--- src/rtl/lsu_dbus.sv ---
// lsu_dbus: load/store unit between the multi-cycle control unit and the data bus.
//
// Takes the EXEC-phase load/store strobes, funct3, the effective address and rs2.
// It then runs one request/acknowledge transaction on a 32-bit data bus and
// stalls the control unit through hold until the access finishes.
// Misaligned and illegal accesses are rejected without a bus cycle.
// A bus that never acknowledges is cut off after TIMEOUT request cycles.
//
// Ports:
//   clk, rst                  clock, asynchronous active-low reset
//   exec, dbus_re, dbus_we    control unit EXEC state and load/store strobes
//   funct3, addr, store_data  access width/sign, effective address, rs2
//   hold                      stall to the control unit
//   load_data, load_valid     extended load result and its 1-cycle valid
//   fault, fault_cause        1-cycle fault pulse; cause 1 misaligned, 2 timeout, 3 illegal
//   bus_req, bus_we, bus_addr, bus_be, bus_wdata   data-bus request side
//   bus_ack, bus_rdata        data-bus completion side
module lsu_dbus #(
  parameter int ADDR_W  = 32,
  parameter int TIMEOUT = 255
) (
  input  logic              clk,
  input  logic              rst,
  input  logic              exec,
  input  logic              dbus_re,
  input  logic              dbus_we,
  input  logic [2:0]        funct3,
  input  logic [ADDR_W-1:0] addr,
  input  logic [31:0]       store_data,
  output logic              hold,
  output logic [31:0]       load_data,
  output logic              load_valid,
  output logic              fault,
  output logic [1:0]        fault_cause,
  output logic              bus_req,
  output logic              bus_we,
  output logic [ADDR_W-1:0] bus_addr,
  output logic [3:0]        bus_be,
  output logic [31:0]       bus_wdata,
  input  logic              bus_ack,
  input  logic [31:0]       bus_rdata
);

  typedef enum logic [1:0] {
    S_IDLE = 2'd0,
    S_REQ  = 2'd1,
    S_DONE = 2'd2
  } state_t;

  localparam logic [7:0] TO_LAST = 8'(TIMEOUT - 1);

  localparam logic [1:0] CAUSE_NONE    = 2'd0;
  localparam logic [1:0] CAUSE_MISALGN = 2'd1;
  localparam logic [1:0] CAUSE_TIMEOUT = 2'd2;
  localparam logic [1:0] CAUSE_ILLEGAL = 2'd3;

  state_t              state_q, state_d;
  logic [ADDR_W-1:0]   addr_q, addr_d;
  logic [3:0]          be_q, be_d;
  logic [31:0]         wdata_q, wdata_d;
  logic [1:0]          off_q, off_d;
  logic [2:0]          f3_q, f3_d;
  logic                we_q, we_d;
  logic [7:0]          cnt_q, cnt_d;
  logic [31:0]         ld_q, ld_d;
  logic [1:0]          cause_q, cause_d;

  logic new_req, illegal, misal;

  // Byte enables for an access of size sz (funct3[1:0]) at byte offset off.
  function automatic logic [3:0] lane_be(input logic [1:0] sz, input logic [1:0] off);
    case (sz)
      2'b00:   lane_be = 4'b0001 << off;
      2'b01:   lane_be = off[1] ? 4'b1100 : 4'b0011;
      default: lane_be = 4'b1111;
    endcase
  endfunction

  // Replicate the store operand across every lane it may land in.
  function automatic logic [31:0] lane_wdata(input logic [1:0] sz, input logic [31:0] d);
    case (sz)
      2'b00:   lane_wdata = {4{d[7:0]}};
      2'b01:   lane_wdata = {2{d[15:0]}};
      default: lane_wdata = d;
    endcase
  endfunction

  // Shift the addressed lane down to bit 0, then sign/zero extend by funct3.
  function automatic logic [31:0] extract(input logic [2:0] f3, input logic [1:0] off,
                                          input logic [31:0] rd);
    logic [31:0] sh;
    sh = rd >> {off, 3'b000};
    case (f3)
      3'b000:  extract = {{24{sh[7]}}, sh[7:0]};
      3'b100:  extract = {24'd0, sh[7:0]};
      3'b001:  extract = {{16{sh[15]}}, sh[15:0]};
      3'b101:  extract = {16'd0, sh[15:0]};
      default: extract = sh;
    endcase
  endfunction

  always_comb begin
    new_req = exec & (dbus_re | dbus_we);
    illegal = (dbus_re & dbus_we) |
              (dbus_re & ((funct3 == 3'd3) | (funct3 == 3'd6) | (funct3 == 3'd7))) |
              (dbus_we & (funct3 >= 3'd3));
    misal   = ((funct3[1:0] == 2'b01) & addr[0]) |
              ((funct3[1:0] == 2'b10) & (addr[1:0] != 2'b00));
  end

  always_ff @(posedge clk or negedge rst) begin
    if (!rst) begin
      state_q <= S_IDLE;
      addr_q  <= '0;
      be_q    <= '0;
      wdata_q <= '0;
      off_q   <= '0;
      f3_q    <= '0;
      we_q    <= 1'b0;
      cnt_q   <= '0;
      ld_q    <= '0;
      cause_q <= '0;
    end else begin
      state_q <= state_d;
      addr_q  <= addr_d;
      be_q    <= be_d;
      wdata_q <= wdata_d;
      off_q   <= off_d;
      f3_q    <= f3_d;
      we_q    <= we_d;
      cnt_q   <= cnt_d;
      ld_q    <= ld_d;
      cause_q <= cause_d;
    end
  end

  always_comb begin
    state_d    = state_q;
    addr_d     = addr_q;
    be_d       = be_q;
    wdata_d    = wdata_q;
    off_d      = off_q;
    f3_d       = f3_q;
    we_d       = we_q;
    cnt_d      = cnt_q;
    ld_d       = ld_q;
    cause_d    = cause_q;
    hold       = 1'b0;
    bus_req    = 1'b0;
    bus_we     = 1'b0;
    load_valid = 1'b0;
    fault      = 1'b0;

    case (state_q)
      S_IDLE: begin
        // Combinational so the control unit cannot leave EXEC on this edge.
        hold = new_req;
        if (new_req) begin
          f3_d  = funct3;
          off_d = addr[1:0];
          we_d  = dbus_we;
          cnt_d = '0;
          if (illegal) begin
            cause_d = CAUSE_ILLEGAL;
            state_d = S_DONE;
          end else if (misal) begin
            cause_d = CAUSE_MISALGN;
            state_d = S_DONE;
          end else begin
            cause_d = CAUSE_NONE;
            addr_d  = {addr[ADDR_W-1:2], 2'b00};
            be_d    = lane_be(funct3[1:0], addr[1:0]);
            wdata_d = lane_wdata(funct3[1:0], store_data);
            state_d = S_REQ;
          end
        end
      end
      S_REQ: begin
        hold    = 1'b1;
        bus_req = 1'b1;
        bus_we  = we_q;
        // Ack is tested first so it wins over a same-edge timeout.
        if (bus_ack) begin
          if (!we_q) ld_d = extract(f3_q, off_q, bus_rdata);
          cause_d = CAUSE_NONE;
          state_d = S_DONE;
        end else if (cnt_q == TO_LAST) begin
          cause_d = CAUSE_TIMEOUT;
          state_d = S_DONE;
        end else begin
          cnt_d = cnt_q + 8'd1;
        end
      end
      S_DONE: begin
        // exec and the strobes are still high here; they must not restart.
        load_valid = !we_q && (cause_q == CAUSE_NONE);
        fault      = (cause_q != CAUSE_NONE);
        state_d    = S_IDLE;
      end
      default: state_d = S_IDLE;
    endcase

    // hold is the only output not derived purely from reset registers.
    if (!rst) hold = 1'b0;
  end

  assign bus_addr    = addr_q;
  assign bus_be      = be_q;
  assign bus_wdata   = wdata_q;
  assign load_data   = ld_q;
  assign fault_cause = cause_q;

endmodule

--- config.mk ---
export PLATFORM = sky130hd
export DESIGN_NAME = lsu_dbus
export DESIGN_NICKNAME = d
export VERILOG_FILES = /design/src/rtl/lsu_dbus.sv
export SDC_FILE = /design/constraint.sdc
export NUM_CORES = 1
export LEC_CHECK = 0
export BUFFER_PORTS_ARGS = -buffer_cell sky130_fd_sc_hd__buf_2
export CAP_MARGIN = 30
export CORE_UTILIZATION = 45
export DETAILED_ROUTE_END_ITERATION = 7
export HOLD_SLACK_MARGIN = 0.15
export PLACE_DENSITY = 0.76
export SKIP_CTS_REPAIR_TIMING = 1
export SYNTH_ARGS = -nofsm -noshare
export SYNTH_HDL_FRONTEND = slang
export SYNTH_SLANG_ARGS = --single-unit
--- constraint.sdc ---
create_clock -name clk -period 1.94 [get_ports clk]
set_input_delay 0.097 -clock clk [delete_from_list [all_inputs] [get_ports clk]]
set_output_delay 0.097 -clock clk [all_outputs]
set_load 0.02 [all_outputs]
==> out/qor.txt <==
placed insts: 841
Req. time, crit path: 2.23 ns
hpwl dp: 10.52 mm
Mapped Area: 0.005583 sq mm
I/O Pins: 212
Final WS setup: 0.008543 ns
# port buffers: 209
dpl cell area: 0.006875 sq mm
WL final: 17.09 mm
Syn Inst Count: 474
DP Worst Slack: 0.05633 ns
largest area contributor in the netlist: dfrtp_1
run status: completed
Fin. Hold Viols: 0
overall die height: 113.4 um
detailed-route wire length per cell: 17.91 um
Synth Flop Type: dfrtp_1
CP endpoint kind: flip-flop
row cnt: 40
Non-Filler Instances: 954
share of layout cells above drive strength 1: 41.09%
WHS: 0.1435 ns
largest net degree at the start of global routing: 117
sequential share of the synthesized area: 51.99%
f_max: 517.7 MHz
clk sinks: 116
YS warnings: 0
Slew headroom: 51.71%
Initial DRC Count: 293
clock latency on the worst-skew pair: 0.42 ns
final clock skew: 0.007338 ns
fin crit period: 1.931 ns
cell area after layout: 0.008339 sq mm
grt ovf: 0
area delta synth->final: 49.37%
Arr. time, crit path: 2.22 ns
crit path max fanout: 24
Crit-path slowest cell: dlygate4sd3_1
Worst Tran Pin Value: 0.7242 ns
total power draw: 11.74 mW
# DRC: 0
Tightest Hold Check Type: in2reg
vias per inst: 5.292
# setup viols final: 0
Pre-Repair DR Iteration Count: 5
Max-Cap Viols: 0
average cell area after synthesis: 11.78 sq um
core area: 0.01206 sq mm
vias: 5,049
EDFF count, synth: 0
die width: 113.4 um
Peak VDD IR: 0.8110 mV
Async S/R FF share, synth: 100.0%
CTS Buf Count: 17
Initial Utilization: 46.29%
Synth cell types: 47
Routed Antenna Nets: 0
period utilization: 99.56%
#FFs+latches synth: 116
CP peak stage delay: 0.54 ns
Synth area leaders: dfrtp_1 (52%), mux2_2 (12%), mux2_1 (6.1%), mux2i_1 (5.0%), o22a_1 (2.5%)
htree depth: 4
routability cong.: 0.9076
clock slew at reported path FFs: 0.05 ns
first-pass GRT wire length: 23.46 mm
Util after Layout: 69.14%
die footprint: 0.01286 sq mm
CTS tree: built
vias in the first global route: 4,708
Static Leak: 3.963 nW
max-slew violation count: 0
top-area cell type share of the netlist area: 51.99%
GRT Total Usage: 23.82%
Layout Nets: 882
startpoint types: input port
Setup Crit Path Kind: in2reg
root buffer cell: clkbuf_16
initial antenna violation count: 0
ant diodes: 0
CP Cell Sequence: dlygate4sd3_1 -> buf_2 -> o21ai_1 -> or3_1 -> nor3_4 -> buf_12 -> clkbuf_16 -> mux2_1
Clock Path Buffers: 2
Pwr Density: 1408 mW/mm^2
setup_tns: 0 ns
-- cell families (layout without fill, tap and decap cells) --
logic type      Yosys count  count (layout)  share of synthesized area [%]
mux                     119             119                          23.78
flops                   116             116                          51.99
simple gates            116             116                          10.24
compound gates           84              84                          10.04
buf+inv                  36             347                          3.429
fa+ha+maj                 2               2                         0.4482
other cells               1               2                        0.06717
-- final timing paths --
kind | from | slack, ns | cells after the start | to
worst max-delay path | dbus_we | 0.009 | 8 | bus_addr[5]$_DFFE_PN0P_
worst min-delay path | bus_rdata[21] | 0.14 | 4 | load_data[21]$_DFFE_PN0P_
worst max register to register | state_q[0]$_DFFE_PN0P_ | 0.04 | 5 | bus_addr[5]$_DFFE_PN0P_
worst min register to register | bus_addr[13]$_DFFE_PN0P_ | 0.48 | 1 | bus_addr[13]$_DFFE_PN0P_
max in group asynchronous | rst | 1.15 | 3 | bus_addr[16]$_DFFE_PN0P_
min in group asynchronous | rst | 0.31 | 3 | load_data[10]$_DFFE_PN0P_
-- routing by layer --
metal	track usage (%)	share of wire, %
met1	27.41	39
met2	40.57	51
met3	9.245	7.5
met4	8.333	2.7
met5	0	0
-- registers in the layout, summed over array words and instances, names as in the netlist --
signal / flops
bus_addr: 30
bus_be: 4
bus_wdata: 32
cnt_q: 8
f3_q: 3
fault_cause: 2
load_data: 32
off_q: 2
state_q: 2
we_q: 1
-- where the power goes --
| group | leakage (nW) | total, mW | internal [mW] | switching [mW] |
|---|---|---|---|---|
| Combinational | 2.28 | 4.49 | 1.86 | 2.63 |
| Sequential | 1.40 | 4.02 | 3.42 | 0.597 |
| Clock | 0.288 | 3.23 | 2.16 | 1.08 |
-- worst max-delay path, delay by kind of cell --
kind	cells	cell delay (ns)
buffers and inverters	4	1.03
AO/OA/AOI/OAI	1	0.11
AND/OR/NAND/NOR	2	0.61
multiplexers	1	0.36
-- placed cells by master (no fill, tap or decap), types with 2 or more instances in the layout --
cell and instances:
mux4_2 2, nor2_1 35, o21ai_0 19, o22a_1 16
conb_1 2, clkbuf_1 2, nor2b_1 8, mux2_2 59
ha_1 2, nand2_1 32, clkinvlp_4 3, buf_2 208
o211ai_1 6, dfrtp_1 116, nand2b_1 7, inv_1 6
nand3_1 6, o31ai_1 3, bufinv_16 4, o311ai_0 2
and2_1 17, o22ai_1 2, clkbuf_16 18, buf_12 5
buf_4 15, a211oi_1 7, o21bai_1 2, mux2i_1 28
mux2_1 30, dlygate4sd3_1 81, clkinv_2 3, a21oi_1 19
-- area by class of cell --
class                   instances  area [sq um]
clock buffers                  20         446.7
clock inverters                10         157.7
fillers                       836          3722
inverters                       6         22.52
multi-input cells             323          2499
flip-flops and latches        116          2903
well taps                     168         210.2
repair buffers                311          2101
-- synthesized netlist by cell type (2+ instances only) --
cell type  instances
buf_6              4
nand3_1            6
nor2_1            35
mux2i_1           28
nor2b_1            8
buf_1              3
dfrtp_1          116
o31ai_1            3
mux2_2            59
mux4_2             2
o22ai_1            2
o21ai_0           19
and2_1            17
clkbuf_1          12
nand2_1           32
mux2_1            30
o21bai_1           2
a21oi_1           19
a211oi_1           7
ha_1               2
buf_2              6
o211ai_1           6
o311ai_0           2
nand2b_1           7
inv_1              6
buf_4              5
o22a_1            16
(Power assumes the default switching activity.)
